--- config.mk ---
export PLATFORM = sky130hd
export DESIGN_NAME = i2c_cmd_seq_flat
export DESIGN_NICKNAME = d
export VERILOG_FILES = /design/src/rtl/i2c_pkg.sv /design/src/rtl/i2c_cmd_seq_if.sv /design/src/rtl/i2c_cmd_fifo.sv /design/src/rtl/i2c_cmd_seq.sv /design/src/flat_wrapper.sv
export SDC_FILE = /design/constraint.sdc
export NUM_CORES = 1
export LEC_CHECK = 0
export CELL_PAD_IN_SITES_DETAIL_PLACEMENT = 1
export CELL_PAD_IN_SITES_GLOBAL_PLACEMENT = 1
export CORE_MARGIN = 2
export CORE_UTILIZATION = 40
export DETAILED_ROUTE_END_ITERATION = 10
export HOLD_SLACK_MARGIN = 0.12
export PLACE_DENSITY = 0.74
export RECOVER_POWER = 50
export SETUP_SLACK_MARGIN = 0.02
export SKIP_CTS_REPAIR_TIMING = 1
export SYNTH_ARGS = -nofsm -noshare
export SYNTH_HDL_FRONTEND = slang
export SYNTH_SLANG_ARGS = --single-unit
--- constraint.sdc ---
create_clock -name clk -period 4.2 [get_ports clk]
set_input_delay 0.84 -clock clk [delete_from_list [all_inputs] [get_ports clk]]
set_output_delay 0.84 -clock clk [all_outputs]
set_load 0.02 [all_outputs]
--- src/rtl/i2c_pkg.sv ---
// Shared types for the I2C command sequencer: command/response layouts and FSM encoding.
package i2c_pkg;
   localparam int ADDR_W  = 7;
   localparam int MEM_W   = 5;
   localparam int DATA_W  = 8;
   localparam int RETRY_W = 2;
   localparam int CMD_W   = ADDR_W + 1 + MEM_W + DATA_W;

   typedef struct packed {
      logic [ADDR_W-1:0] addr;
      logic              rw;        // 1 = write, 0 = read
      logic [MEM_W-1:0]  mem_addr;
      logic [DATA_W-1:0] wdata;
   } cmd_t;

   typedef struct packed {
      logic [DATA_W-1:0]  rdata;
      logic               ack_err;
      logic               timeout;
      logic               rw;
      logic [RETRY_W-1:0] retries;
   } rsp_t;

   typedef enum logic [2:0] {
      S_IDLE,
      S_ISSUE,
      S_WAIT_BUSY,
      S_WAIT_DONE,
      S_RESP
   } state_t;
endpackage

--- src/rtl/i2c_cmd_seq_if.sv ---
// Command, response and downstream-master signal bundle for i2c_cmd_seq.
interface i2c_cmd_seq_if;
   import i2c_pkg::*;

   logic                cmd_valid;
   logic                cmd_ready;
   logic [ADDR_W-1:0]   cmd_addr;
   logic                cmd_rw;
   logic [MEM_W-1:0]    cmd_mem_addr;
   logic [DATA_W-1:0]   cmd_wdata;

   logic                rsp_valid;
   logic                rsp_ready;
   logic [DATA_W-1:0]   rsp_rdata;
   logic                rsp_ack_err;
   logic                rsp_timeout;
   logic                rsp_rw;
   logic [RETRY_W-1:0]  rsp_retries;

   logic                m_en;
   logic [ADDR_W-1:0]   m_addr;
   logic                m_rw;
   logic [MEM_W-1:0]    m_mem_addr;
   logic [DATA_W-1:0]   m_data_wr;
   logic                m_busy;
   logic                m_ack_err;
   logic [DATA_W-1:0]   m_data_rd;

   // sequencer side
   modport slave (
      input  cmd_valid, cmd_addr, cmd_rw, cmd_mem_addr, cmd_wdata,
      output cmd_ready,
      output rsp_valid, rsp_rdata, rsp_ack_err, rsp_timeout, rsp_rw, rsp_retries,
      input  rsp_ready,
      output m_en, m_addr, m_rw, m_mem_addr, m_data_wr,
      input  m_busy, m_ack_err, m_data_rd
   );

   // command producer / response consumer / I2C master side
   modport master (
      output cmd_valid, cmd_addr, cmd_rw, cmd_mem_addr, cmd_wdata,
      input  cmd_ready,
      input  rsp_valid, rsp_rdata, rsp_ack_err, rsp_timeout, rsp_rw, rsp_retries,
      output rsp_ready,
      input  m_en, m_addr, m_rw, m_mem_addr, m_data_wr,
      output m_busy, m_ack_err, m_data_rd
   );
endinterface

--- src/rtl/i2c_cmd_fifo.sv ---
// Command FIFO: power-of-two depth, pointers wrap naturally, push and pop may coincide.
module i2c_cmd_fifo #(
   parameter int DEPTH = 4,
   parameter int WIDTH = 21
) (
   input  logic                     clk,
   input  logic                     rst,
   input  logic                     push,
   input  logic [WIDTH-1:0]         wdata,
   input  logic                     pop,
   output logic [WIDTH-1:0]         rdata,
   output logic                     full,
   output logic                     empty,
   output logic [$clog2(DEPTH):0]   level
);
   localparam int PTR_W = $clog2(DEPTH);
   localparam int LVL_W = PTR_W + 1;

   logic [WIDTH-1:0] mem [DEPTH];
   logic [PTR_W-1:0] wr_ptr, rd_ptr;
   logic             push_ok, pop_ok;

   assign full    = (level == LVL_W'(DEPTH));
   assign empty   = (level == '0);
   assign push_ok = push & ~full;
   assign pop_ok  = pop & ~empty;
   assign rdata   = mem[rd_ptr];

   always_ff @(posedge clk)
      if (push_ok) mem[wr_ptr] <= wdata;

   always_ff @(posedge clk or negedge rst) begin
      if (!rst) begin
         wr_ptr <= '0;
         rd_ptr <= '0;
         level  <= '0;
      end else begin
         if (push_ok) wr_ptr <= wr_ptr + 1'b1;
         if (pop_ok)  rd_ptr <= rd_ptr + 1'b1;
         case ({push_ok, pop_ok})
            2'b10:   level <= level + 1'b1;
            2'b01:   level <= level - 1'b1;
            default: level <= level;
         endcase
      end
   end
endmodule

--- src/rtl/i2c_cmd_seq.sv ---
// Queues I2C commands and drives one transfer at a time into a downstream byte master.
// Define I2C_SEQ_RETRY_EN to reissue NACKed transfers up to MAX_RETRY times.
module i2c_cmd_seq
   import i2c_pkg::*;
#(
   parameter int DEPTH     = 4,
   parameter int START_TO  = 8,
   parameter int MAX_RETRY = 2
) (
   input  logic                   clk,
   input  logic                   rst,
   i2c_cmd_seq_if.slave           bus,
   output logic [$clog2(DEPTH):0] fifo_level,
   output logic                   idle
);
   localparam int TO_W = $clog2(START_TO + 1);
`ifdef I2C_SEQ_RETRY_EN
   localparam int RETRIES = MAX_RETRY;
`else
   // retry disabled: a NACK is reported on the first attempt
   localparam int RETRIES = 0 * MAX_RETRY;
`endif

   state_t             state;
   cmd_t               cmd_in, fifo_head, cmd_q;
   rsp_t               rsp_q;
   logic               full, empty, push, pop;
   logic               m_en_q, rsp_valid_q;
   logic [TO_W-1:0]    to_cnt;
   logic [RETRY_W-1:0] retry_cnt;

   assign cmd_in        = {bus.cmd_addr, bus.cmd_rw, bus.cmd_mem_addr, bus.cmd_wdata};
   assign bus.cmd_ready = rst & ~full;
   assign push          = bus.cmd_valid & bus.cmd_ready;
   assign pop           = (state == S_IDLE) & ~empty & ~bus.m_busy;

   i2c_cmd_fifo #(.DEPTH(DEPTH), .WIDTH(CMD_W)) u_fifo (
      .clk   (clk),
      .rst   (rst),
      .push  (push),
      .wdata (cmd_in),
      .pop   (pop),
      .rdata (fifo_head),
      .full  (full),
      .empty (empty),
      .level (fifo_level)
   );

   always_ff @(posedge clk or negedge rst) begin
      if (!rst) begin
         state       <= S_IDLE;
         cmd_q       <= '0;
         rsp_q       <= '0;
         m_en_q      <= 1'b0;
         rsp_valid_q <= 1'b0;
         to_cnt      <= '0;
         retry_cnt   <= '0;
      end else begin
         case (state)
            S_IDLE: if (pop) begin
               cmd_q     <= fifo_head;
               retry_cnt <= '0;
               m_en_q    <= 1'b1;
               state     <= S_ISSUE;
            end
            S_ISSUE: begin
               m_en_q <= 1'b0;
               to_cnt <= '0;
               state  <= S_WAIT_BUSY;
            end
            S_WAIT_BUSY: begin
               if (bus.m_busy) begin
                  state <= S_WAIT_DONE;
               end else if (to_cnt == TO_W'(START_TO - 1)) begin
                  // master never started: report, never retried
                  rsp_q       <= '{rdata: '0, ack_err: 1'b0, timeout: 1'b1,
                                   rw: cmd_q.rw, retries: retry_cnt};
                  rsp_valid_q <= 1'b1;
                  state       <= S_RESP;
               end else begin
                  to_cnt <= to_cnt + 1'b1;
               end
            end
            S_WAIT_DONE: if (!bus.m_busy) begin
               if (bus.m_ack_err && (retry_cnt < RETRY_W'(RETRIES))) begin
                  retry_cnt <= retry_cnt + 1'b1;
                  m_en_q    <= 1'b1;
                  state     <= S_ISSUE;
               end else begin
                  rsp_q.rdata   <= (!cmd_q.rw && !bus.m_ack_err) ? bus.m_data_rd : '0;
                  rsp_q.ack_err <= bus.m_ack_err;
                  rsp_q.timeout <= 1'b0;
                  rsp_q.rw      <= cmd_q.rw;
                  rsp_q.retries <= retry_cnt;
                  rsp_valid_q   <= 1'b1;
                  state         <= S_RESP;
               end
            end
            S_RESP: if (bus.rsp_ready) begin
               rsp_valid_q <= 1'b0;
               state       <= S_IDLE;
            end
            default: state <= S_IDLE;
         endcase
      end
   end

   assign bus.m_en        = m_en_q;
   assign bus.m_addr      = cmd_q.addr;
   assign bus.m_rw        = cmd_q.rw;
   assign bus.m_mem_addr  = cmd_q.mem_addr;
   assign bus.m_data_wr   = cmd_q.wdata;

   assign bus.rsp_valid   = rsp_valid_q;
   assign bus.rsp_rdata   = rsp_q.rdata;
   assign bus.rsp_ack_err = rsp_q.ack_err;
   assign bus.rsp_timeout = rsp_q.timeout;
   assign bus.rsp_rw      = rsp_q.rw;
   assign bus.rsp_retries = rsp_q.retries;

   assign idle = empty & (state == S_IDLE);
endmodule

--- src/flat_wrapper.sv ---
// flat-port wrapper written by rule: the top's interface ports become plain ports
module i2c_cmd_seq_flat import i2c_pkg::*;
#(
   parameter int DEPTH     = 4,
   parameter int START_TO  = 8,
   parameter int MAX_RETRY = 2
)
  (clk, rst, fifo_level, idle, bus_cmd_valid, bus_cmd_addr, bus_cmd_rw, bus_cmd_mem_addr, bus_cmd_wdata, bus_cmd_ready, bus_rsp_valid, bus_rsp_rdata, bus_rsp_ack_err, bus_rsp_timeout, bus_rsp_rw, bus_rsp_retries, bus_rsp_ready, bus_m_en, bus_m_addr, bus_m_rw, bus_m_mem_addr, bus_m_data_wr, bus_m_busy, bus_m_ack_err, bus_m_data_rd);
  i2c_cmd_seq_if bus_i ();
  input  logic clk;
  input  logic rst;
  output logic [$clog2(DEPTH):0] fifo_level;
  output logic idle;
  input wire logic [$bits(bus_i.cmd_valid)-1:0] bus_cmd_valid;
  input wire logic [$bits(bus_i.cmd_addr)-1:0] bus_cmd_addr;
  input wire logic [$bits(bus_i.cmd_rw)-1:0] bus_cmd_rw;
  input wire logic [$bits(bus_i.cmd_mem_addr)-1:0] bus_cmd_mem_addr;
  input wire logic [$bits(bus_i.cmd_wdata)-1:0] bus_cmd_wdata;
  output wire logic [$bits(bus_i.cmd_ready)-1:0] bus_cmd_ready;
  output wire logic [$bits(bus_i.rsp_valid)-1:0] bus_rsp_valid;
  output wire logic [$bits(bus_i.rsp_rdata)-1:0] bus_rsp_rdata;
  output wire logic [$bits(bus_i.rsp_ack_err)-1:0] bus_rsp_ack_err;
  output wire logic [$bits(bus_i.rsp_timeout)-1:0] bus_rsp_timeout;
  output wire logic [$bits(bus_i.rsp_rw)-1:0] bus_rsp_rw;
  output wire logic [$bits(bus_i.rsp_retries)-1:0] bus_rsp_retries;
  input wire logic [$bits(bus_i.rsp_ready)-1:0] bus_rsp_ready;
  output wire logic [$bits(bus_i.m_en)-1:0] bus_m_en;
  output wire logic [$bits(bus_i.m_addr)-1:0] bus_m_addr;
  output wire logic [$bits(bus_i.m_rw)-1:0] bus_m_rw;
  output wire logic [$bits(bus_i.m_mem_addr)-1:0] bus_m_mem_addr;
  output wire logic [$bits(bus_i.m_data_wr)-1:0] bus_m_data_wr;
  input wire logic [$bits(bus_i.m_busy)-1:0] bus_m_busy;
  input wire logic [$bits(bus_i.m_ack_err)-1:0] bus_m_ack_err;
  input wire logic [$bits(bus_i.m_data_rd)-1:0] bus_m_data_rd;
  assign bus_i.cmd_valid = bus_cmd_valid;
  assign bus_i.cmd_addr = bus_cmd_addr;
  assign bus_i.cmd_rw = bus_cmd_rw;
  assign bus_i.cmd_mem_addr = bus_cmd_mem_addr;
  assign bus_i.cmd_wdata = bus_cmd_wdata;
  assign bus_cmd_ready = bus_i.cmd_ready;
  assign bus_rsp_valid = bus_i.rsp_valid;
  assign bus_rsp_rdata = bus_i.rsp_rdata;
  assign bus_rsp_ack_err = bus_i.rsp_ack_err;
  assign bus_rsp_timeout = bus_i.rsp_timeout;
  assign bus_rsp_rw = bus_i.rsp_rw;
  assign bus_rsp_retries = bus_i.rsp_retries;
  assign bus_i.rsp_ready = bus_rsp_ready;
  assign bus_m_en = bus_i.m_en;
  assign bus_m_addr = bus_i.m_addr;
  assign bus_m_rw = bus_i.m_rw;
  assign bus_m_mem_addr = bus_i.m_mem_addr;
  assign bus_m_data_wr = bus_i.m_data_wr;
  assign bus_i.m_busy = bus_m_busy;
  assign bus_i.m_ack_err = bus_m_ack_err;
  assign bus_i.m_data_rd = bus_m_data_rd;
  i2c_cmd_seq #(.DEPTH(DEPTH), .START_TO(START_TO), .MAX_RETRY(MAX_RETRY)) u_core (.clk(clk), .rst(rst), .bus(bus_i), .fifo_level(fifo_level), .idle(idle));
endmodule
==> results of run 1 <==
-- sequential cells by signal, summed over array words and instances, names as in the netlist, 2 cells and up --
register / flops
u_core.u_fifo.mem: 84
u_core.bus.rsp_rdata: 8
u_core.bus.m_data_wr: 8
u_core.u_fifo.wr_ptr: 2
u_core.bus.m_addr: 7
u_core.u_fifo.rd_ptr: 2
u_core.bus.m_mem_addr: 5
u_core.u_fifo.level: 3
u_core.to_cnt: 4
u_core.state: 3
-- per-layer routing --
layer | track usage | wire (um)
met2 | 0.2662 | 5310
met5 | 0 | 0
met1 | 0.2046 | 4744
met4 | 0.05060 | 131
met3 | 0.05268 | 417
-- metrics by stage --
step           instance area (sq um)  power [mW]
3_3_place_gp                    6197       3.365
2_1_floorplan                   5319       2.873
6_report                        6809       4.983
5_1_grt                         6809       5.234
4_1_cts                         6855       5.088
3_5_place_dp                    6197       3.441
-- kinds of logic after synthesis --
kind of cell	Yosys count	share of synthesized area
flip-flops	132	0.7006
multiplexers	56	0.1700
AND/OR/NAND/NOR	39	0.05532
buffers and inverters	22	0.02848
AO/OA/AOI/OAI	12	0.01719
adder cells (fa/ha/maj)	7	0.01789
XOR/XNOR	6	0.009887
other	1	0.0007055
-- path summary, 6_finish.rpt --
| check | start | end | slack (ns) | cells past startpoint |
|---|---|---|---|---|
| max | u_core.u_fifo.level[0] | idle | 1.22 | 3 |
| min | u_core.bus.rsp_ack_err | u_core.bus.rsp_ack_err | 0.49 | 1 |
| max reg2reg | u_core.to_cnt[0] | u_core.bus.rsp_rdata[7] | 1.25 | 4 |
| min reg2reg | u_core.bus.rsp_ack_err | u_core.bus.rsp_ack_err | 0.49 | 1 |
| max in group asynchronous | rst | u_core.u_fifo.rd_ptr[0] | 3.06 | 2 |
| min in group asynchronous | rst | u_core.to_cnt[1] | 0.66 | 2 |
-- synth_stat cells (all sizes together) (2+ instances only) --
| master | number |
|---|---|
| nor4 | 2 |
| or3b | 2 |
| mux2i | 4 |
| dfrtp | 48 |
| nand3 | 2 |
| mux4 | 21 |
| nor3 | 2 |
| xnor2 | 5 |
| nor3b | 2 |
| a21oi | 2 |
| clkbuf | 2 |
| edfxtp | 84 |
| ha | 6 |
| mux2 | 31 |
| inv | 10 |
| nor2 | 4 |
| and3b | 9 |
| and2 | 4 |
| o311a | 2 |
| nand2 | 7 |
| buf | 10 |
| o21ai | 3 |
-- power breakdown --
part	leakage, nW	total, mW	internal (mW)	switching [mW]
clock network	0.317	1.62	1.08	0.534
registers	1.35	1.98	1.69	0.296
logic	0.922	1.38	0.768	0.614
total	2.59	4.98	3.54	1.44
-- final cells by class --
class,instances,area (sq um)
flip-flops and latches,132,3725
well taps,176,220.2
multi-input cells,122,1406
inverters,10,37.54
clock inverters,13,205.2
clock buffers,19,452.9
repair buffers,79,762.0
fillers,1187,6276
-- worst reg2reg max path, delay by kind of cell, from the launching register on --
family / cells / cell delay (ns)
flops: 1 / 0.41
compound gates: 1 / 1.51
simple gates: 1 / 0.23
fa+ha+maj: 1 / 0.22
mux: 1 / 0.46
==> impl_results.md, run 1 <==
- Run status: finished, violations left
- Violated checks: max-capacitance violations, max-slew violations
- RSZ-0062 raised after global routing: no
- Die Y: approximately 120 um
- Top post-synthesis cells by area: edfxtp_1 (47%), dfrtp_1 (23%), mux4_2 (7.6%)
- Hold Crit Class: register to register
- Critical path's slowest cell: clkdlybuf4s50_1
- CP required: 3.36 ns
- Root buffer cell: clkbuf_16
- Fin crit period: 2.977 ns
- Most common cell after layout, fill and taps aside: edfxtp_1
- Total routed wirelength: roughly 11000 um
- Initial antenna violation count: 0
- Core area: around 13000 sq um
- Setup WS post-layout: between 1 and 1.5 ns
- Detail Route Antenna Nets: 0
- H-tree depth: 4
- Residual DRC count: 0
- Startpoint types: register
- Synth cell types: between 40 and 50
- Syn avg cell area: roughly 19 sq um
- Finish-stage setup viols: 0
- Final Non-Filler Cells: approximately 550
- Most used DFF post-synth: edfxtp_1
- CTS clk-pin slew, worst paths: 0.05 ns
- Pre-CTS WS: 1.306 ns
- Detailed Route Iter0 Violations: roughly 110
- Synth top area share: 0.4746
- Fin. Hold Viols: 0
- Placed cells: 519
- VDD IR-drop max: about 0.32 mV
- Final Skew: around 0.0094 ns
- Buffers on Ports: 73
- Asr flop ratio synth: 0.3636
- Warnings, synthesis: 0
- Crit-path max cell delay: around 0.67 ns
- Gr usage total: 0.1620
- Setup_tns: 0 ns
- Worst path cell trace: or3_4 > nor4_1 > clkdlybuf4s50_1
- Rel. slew slack: -0.3448
- Average routed wire per standard cell: 19.24 um
- Max-cap violations: 2
- Util after Layout: 0.5204
- Final Max Slew Viols: 36
- Synth Register Bits: approximately 130
- Post-synth EDFFs: between 80 and 90
- Buf/Inv on CP: 1
- CP Data Arrival Time: 2.14 ns
- Number of primary I/O pins: 76
- CTS Sinks: about 130
- DR vias/cell: roughly 5
- Global-route wire length before repair: 17070 um
- Vias in the first global route: 3054
- Tcrit/Tclk final: 0.7088
- CTS tree: yes
- Gp weighted congestion: between 0.7 and 0.8
- CTS Buffer Depth: 2
- DIE WIDTH: roughly 120 um
- Cell taking the most area after synthesis: edfxtp_1
- Row count: 42
- Detailed Place HPWL: 6540 um
- Number of diodes: 0
- Power density over cell area: between 700 and 800 nW/um^2
- Sequential fraction of the synthesis area: 0.7006
- Largest net degree at the start of global routing: 49
- Worst-Margin Slew: roughly 2.0 ns
- Final nets: between 400 and 500
- Post-synthesis cell count: 275
- Starting Density: 0.4062
- Worst Setup Path Type: register to primary output
- Pre-antenna DRT Iters: 4
- Layout cells sized above 1: 0.2373
- Leakage: about 2.6 nW
- Worst-path fanout max: 6
- Congestion Overflow GR: 0
- P&R area growth vs syn: 28.11%
- Fmax: roughly 340 MHz
- Crit path max-delay family: buffers and inverters
- Via count: about 2800
- Crit path capture type: primary output
- WHS: 0.4916 ns
- Skew-Pair Late Insertion Delay: around 0.41 ns
- Die area: 14230 sq um
- Syn Std Cell Area: ~5300 sq um
- Number of CTS-inserted buffers: 17
- Most frequent cells in the layout: edfxtp_1 (84), clkdlybuf4s50_1 (49), dfrtp_1 (47), mux2_2 (23), dlygate4sd3_1 (23)
No activity file was read; power rests on OpenSTA's default activity.
==> inputs of run 2 (changes only) <==
clock period = 2.8 ns   (was 4.2 ns; I/O delays follow)
==> run 2 against run 1 <==
Net effect:
- the flow now finishes without violations
- sequential cell count did not move
- first-iteration DRC count rose by 26%
- cell count increased by 0.73%
- clock power is 25% higher
- clock skew fell by 0.0047 ns
- worst setup slack got worse by 1.1 ns
- non-clock buffer count is 4 higher
- cell area fell by 1.2%
- critical path depth unchanged
- register-to-register slack got worse by 0.84 ns
- critical path type unchanged
==> impl_results.md, run 2 (synthesis results as in run 1) <==
- Run status: complete, no violations
- CP required: 2.24 ns
- CTS Sinks: 132
- Setup WS post-layout: 0.1207 ns
- DR vias/cell: a little under 5
- Sequential Power Share: 0.400
- Skew-Pair Late Insertion Delay: 0.40 ns
- Buffers on Ports: 73
- FF+latch area: approximately 3700 sq um
- Crit-path max cell delay: approximately 0.65 ns
- P_sw: 2.177 mW
- Average routed wire per standard cell: about 19 um
- Final Skew: 0.004676 ns
- Most frequent cells in the layout: edfxtp_1 (84), clkdlybuf4s50_1 (50), dfrtp_1 (47), mux2_2 (23), dlygate4sd3_1 (23)
- Detailed Route Iter0 Violations: roughly 140
- Residual DRC count: 0
- Critical path's slowest cell: clkdlybuf4s50_1
- Setup_tns: 0 ns
- Fin crit period: between 2 and 3 ns
- Total routed wirelength: approximately 11000 um
- Detailed Place HPWL: ~6700 um
- RSZ-0062 raised after global routing: no
- H-tree depth: 4
- Vias in the first global route: slightly above 3000
- Root buffer cell: clkbuf_16
- Row count: 42
- Largest net degree at the start of global routing: 41
- Detail Route Antenna Nets: 0
- Final nets: around 410
- CTS Buffer Depth: 2
- Util after Layout: 0.5140
- Finish-stage setup viols: 0
- Leakage: roughly 2.6 nW
- Congestion Overflow GR: 0
- Via count: ~2800
- Gp weighted congestion: roughly 0.74
- DIE WIDTH: approximately 120 um
- Final Max Slew Viols: 0
- Clk pwr share: 0.287
- Die area: 14230 sq um
- Cell Int Power: a little under 5 mW
- Initial antenna violation count: 0
- Worst-path fanout max: 6
- CTS tree: yes
- Layout cells sized above 1: 0.2401
- Worst path cell trace: or3_4 > nor4_1 > clkdlybuf4s50_1
- Max-cap violations: 0
- Power density over cell area: 1054 nW/um^2
- Multi-input gate area: between 1000 and 1500 sq um
- Number of CTS-inserted buffers: 17
- Crit path capture type: primary output
- Most common cell after layout, fill and taps aside: edfxtp_1
- Placed cell area: about 6200 sq um
- Pre-CTS WS: roughly 0.34 ns
- Die Y: between 100 and 150 um
- Largest register FFs: 84
- WHS: approximately 0.50 ns
- Number of diodes: 0
- Startpoint types: register
- Fmax: around 370 MHz
- Worst-Margin Slew: roughly 1.2 ns
- Logic pwr share: 0.313
- P&R area growth vs syn: 26.53%
- CTS clk-pin slew, worst paths: 0.06 ns
- Gr usage total: 0.1631
- Fill cells: approximately 1200
- Design area: around 6700 sq um
- VDD IR-drop max: 0.4620 mV
- Core area: roughly 13000 sq um
- Rel. slew slack: 0.1626
- Net Sw Frac: 0.3071
- Hold Crit Class: register to register
- Largest Register: u_core.u_fifo.mem
- Pre-antenna DRT Iters: 4
- Worst Setup Path Type: register to primary output
- Number of primary I/O pins: 76
- Fin. Hold Viols: 0
- Global-route wire length before repair: 17090 um
- CP Data Arrival Time: around 2.1 ns
- Tcrit/Tclk final: 0.9569
- Starting Density: 0.4062
-- run 2: cell count changes in the layout (fill, tap and decap cells not counted), sizes merged --
cell and change:
clkinvlp +1, clkdlybuf4s50 +1, clkinv +1, buf +4, inv +2, bufinv -4, clkbuf -1
-- run 2: critical path, delay by kind of cell (launching register included) --
family | cells | cell delay (ns)
buffers and inverters | 1 | 0.65
AND/OR/NAND/NOR | 2 | 0.63
flip-flops | 1 | 0.44
-- run 2: final timing paths --
kind / start / slack, ns / depth (start not counted) / end
max: u_core.u_fifo.level[0] / 0.12 / 3 / idle
min: u_core.bus.rsp_ack_err / 0.50 / 1 / u_core.bus.rsp_ack_err
max reg2reg: u_core.to_cnt[0] / 0.41 / 4 / u_core.bus.rsp_rw
min reg2reg: u_core.bus.rsp_ack_err / 0.50 / 1 / u_core.bus.rsp_ack_err
max in group asynchronous: rst / 0.87 / 3 / u_core.u_fifo.rd_ptr[0]
min in group asynchronous: rst / 0.56 / 2 / u_core.u_fifo.level[0]
-- run 2: through the flow --
step           total power [mW]  std cells
2_1_floorplan             4.310        276
3_3_place_gp              5.066        522
3_5_place_dp              5.174        522
4_1_cts                   7.248        554
5_1_grt                   7.450        555
6_report                  7.089        555
-- run 2: power by group through the flow --
stage | logic, mW | registers (mW) | clock network (mW)
after floorplan | 1.26 | 3.05 | 0
after global placement | 2.21 | 2.86 | 0
after detailed placement | 2.29 | 2.88 | 0
after CTS | 2.31 | 2.86 | 2.08
after global routing | 2.39 | 2.91 | 2.15
final | 2.22 | 2.84 | 2.03
-- run 2: per-layer routing --
| metal | vias up | track usage | routed length (um) |
|---|---|---|---|
| met5 | - | 0 | 0 |
| met4 | 0 | 0.04911 | 91 |
| met3 | 7 | 0.05891 | 577 |
| met2 | 73 | 0.2744 | 5478 |
| met1 | 1440 | 0.1972 | 4561 |
| li1 | 1240 | - | - |
-- run 2: cell type report --
class | count | share of cell area
Sequential cell | 132 | 0.5539
Multi-Input combinational cell | 122 | 0.2084
Timing Repair Buffer | 83 | 0.1187
Clock buffer | 19 | 0.06437
Tap cell | 176 | 0.03274
Clock inverter | 13 | 0.01637
Inverter | 10 | 0.005581
==> RTL change, RTL diff (flow settings as in run 2) <==
`DEPTH` is set to 4 in 3 places; all go to 8.
--- a/src/rtl/i2c_cmd_fifo.sv
+++ b/src/rtl/i2c_cmd_fifo.sv
@@ -1,6 +1,6 @@
 // Command FIFO: power-of-two depth, pointers wrap naturally, push and pop may coincide.
 module i2c_cmd_fifo #(
-   parameter int DEPTH = 4,
+   parameter int DEPTH = 8,
    parameter int WIDTH = 21
 ) (
    input  logic                     clk,
--- a/src/rtl/i2c_cmd_seq.sv
+++ b/src/rtl/i2c_cmd_seq.sv
@@ -3,7 +3,7 @@
 module i2c_cmd_seq
    import i2c_pkg::*;
 #(
-   parameter int DEPTH     = 4,
+   parameter int DEPTH     = 8,
    parameter int START_TO  = 8,
    parameter int MAX_RETRY = 2
 ) (
--- a/src/flat_wrapper.sv
+++ b/src/flat_wrapper.sv
@@ -1,7 +1,7 @@
 // flat-port wrapper written by rule: the top's interface ports become plain ports
 module i2c_cmd_seq_flat import i2c_pkg::*;
 #(
-   parameter int DEPTH     = 4,
+   parameter int DEPTH     = 8,
    parameter int START_TO  = 8,
    parameter int MAX_RETRY = 2
 )
Interface: changed (resized fifo_level); port bits go from 76 to 77. The function was not compared with the original's and may differ.
==> RTL change against run 2 <==
Sequential cell count is 87 higher. Via count up 59%. Design area increased by 54%. Critical path type is now flop to flop. Worst setup slack improved by 47 ps. Total power rose by 44%. Routed wire length increased by 70%. Sequential share of layout area up 5.6 points. Sequential power increased by 54%. Synthesized area grew 59%. Worst hold slack worse by 22 ps.
==> RTL change: results (changes against run 2) <==
Power and ir drop
  – Net Sw Frac: 30.6% (-0.11 points)
  – Worst VDD drop: 0.533 mV (+15%)
  – Leak: 3.69 nW (+44%)
  – Clock Power Share: 27.9% (-0.8 points)

GRT
  – Overall Global Routing Usage: 16.8% (+0.53 points)
  – Met2 Track Usage GR: 29.0% (+1.6 points)
  – Largest net degree at the start of global routing: 49 (+20%)
  – Met1 usage: 21.9% (+2.2 points)
  – GR met3 Demand/Resource: 2.54% (-3.4 points)
  – First-pass GRT wire length: 28,300 um (+66%)
  – Antenna violations before repair: 1 (+1)
  – Vias in the first global route: 4,883 (+58%)

Setup path
  – Critical Path End: u_core.u_fifo.level[2]
  – Worst setup path start: u_core.u_fifo.level[1]
  – Worst-path fanout max: 8 (+2)
  – Worst R2R Path Depth: 10 (+6)
  – Reg2Reg Setup Slack: 170 ps (-240 ps)

Finish
  – Layout cells sized above 1: 19.4% (-4.6 points)
  – Nets@finish: 592 (+45%)
  – Most flops, register: u_core.u_fifo.mem
  – Max reg flops: 168 (+100%)
  – Fill cells: 1,949 (+62%)

Synth
  – Commonest cells post-synth: 168 x edfxtp_1, 51 x dfrtp_1, 42 x mux4_2, 41 x nand2_1, 25 x o21ai_0
  – Number of flops mapped to enable cells by yosys: 168 (+100%)
  – Sequential element share of the synthesized area: 74.8% (+4.8 points)
  – Most used DFF post-synth: edfxtp_1
  – Synth unique cells: 44 (-6.4%)
  – Ys async rst share: 23.3% (-13 points)
  – Avg Cell Area, Syn: 18.9 um2 (-2.2%)
  – Yosys warnings: 0 (unchanged)
  – Largest cells by area after synthesis: edfxtp_1 60%, dfrtp_1 15%, mux4_2 11%

Drt
  – DR top layer: met4
  – Met2 Wirelength: 9290 um (+70%)
  – Via count: 4,394 (+59%)
  – Routed wl met3: 710 um (+23%)
  – First-iteration detailed-routing DRC count: 228 (+58%)
  – Wire length on met1: 7700 um (+69%)
  – DRT Pass-1 Iters: 4 (unchanged)
  – Vias per inst: 5.21 (+4.7%)
  – WL/cell: 21.6 um (+12%)

Place
  – Port bufs: 74 (+1.4%)
  – GP Congestion: 0.693 (-6.8%)
  – Final HPWL DP: 11,100 um (+67%)
  – Placed cells: 799 (+53%)

CTS
  – H-tree Lvls: 1 (-3)
  – Clock transition at path regs: 50 ps
  – CTS max path bufs: 3 (+1)
  – TritonCTS buffer count: 24 (+7)
  – Worst skew pair latency: 520 ps (+120 ps)

STA
  – Skew final: 19.2 ps (+14.5 ps)
  – Worst Tran Pin Value: 1320 ps (+68.5 ps)

Worst hold path
  – Hold Path Class: input port to async pin

Run status
  – Status: finished, final reports clean
==> RTL change: power groups by stage <==
stage	Clock [mW]	Combinational [mW]	Sequential, mW
2_1_floorplan	0	1.68	4.61
3_3_place_gp	0	2.97	4.39
3_5_place_dp	0	3.06	4.43
4_1_cts	2.94	3.09	4.38
5_1_grt	3.05	3.28	4.44
6_report	2.86	3.01	4.37
==> RTL change: area by class of cell <==
cell class                 count  area [um2]  area share, %
antenna                        1        2.50         0.0241
clock buffer                  35         662           6.39
clock inverter                 8        52.6          0.507
inverter                       6        22.5          0.217
multi-input combinational    201        2020           19.5
sequential                   219        6320           61.0
tap                          275         344           3.32
timing repair buffer          99         936           9.03
==> RTL change: cells by family (layout without fill, tap and decap cells) <==
kind of cell    count (synthesis)  after routing  synth area share, %
compound gates                 43             43                 3.21
xor+xnor                        9              9                0.933
fa+ha+maj                       6              6                0.889
buf+inv                        28            148                 1.63
flops                         219            219                 74.8
mux                            68             68                 14.4
other cells                     1              3               0.0444
simple gates                   73             73                 4.10
==> RTL change: worst max-delay path, stage by stage, from the launching register on <==
cell and delay (ps):
dfrtp_1 460, or4_1 620, nand3_1 150, inv_1 100, ha_1 280, xor2_1 180, ha_1 210, a21oi_1 140
xor2_1 170, nor2_1 70, xor2_1 140
==> RTL change: stage by stage <==
| step | util [%] | hold WS (ps) | area, um2 | setup WS, ps |
|---|---|---|---|---|
| 2_1_floorplan | - | 264 | 8460 | 278 |
| 3_3_place_gp | 46.2 | 397 | 9650 | 172 |
| 3_5_place_dp | 46.2 | 398 | 9650 | 45.8 |
| 4_1_cts | 49.6 | -133 | 10400 | -213 |
| 5_1_grt | 49.6 | 512 | 10400 | 24.5 |
| 6_report | 49.6 | 479 | 10400 | 168 |
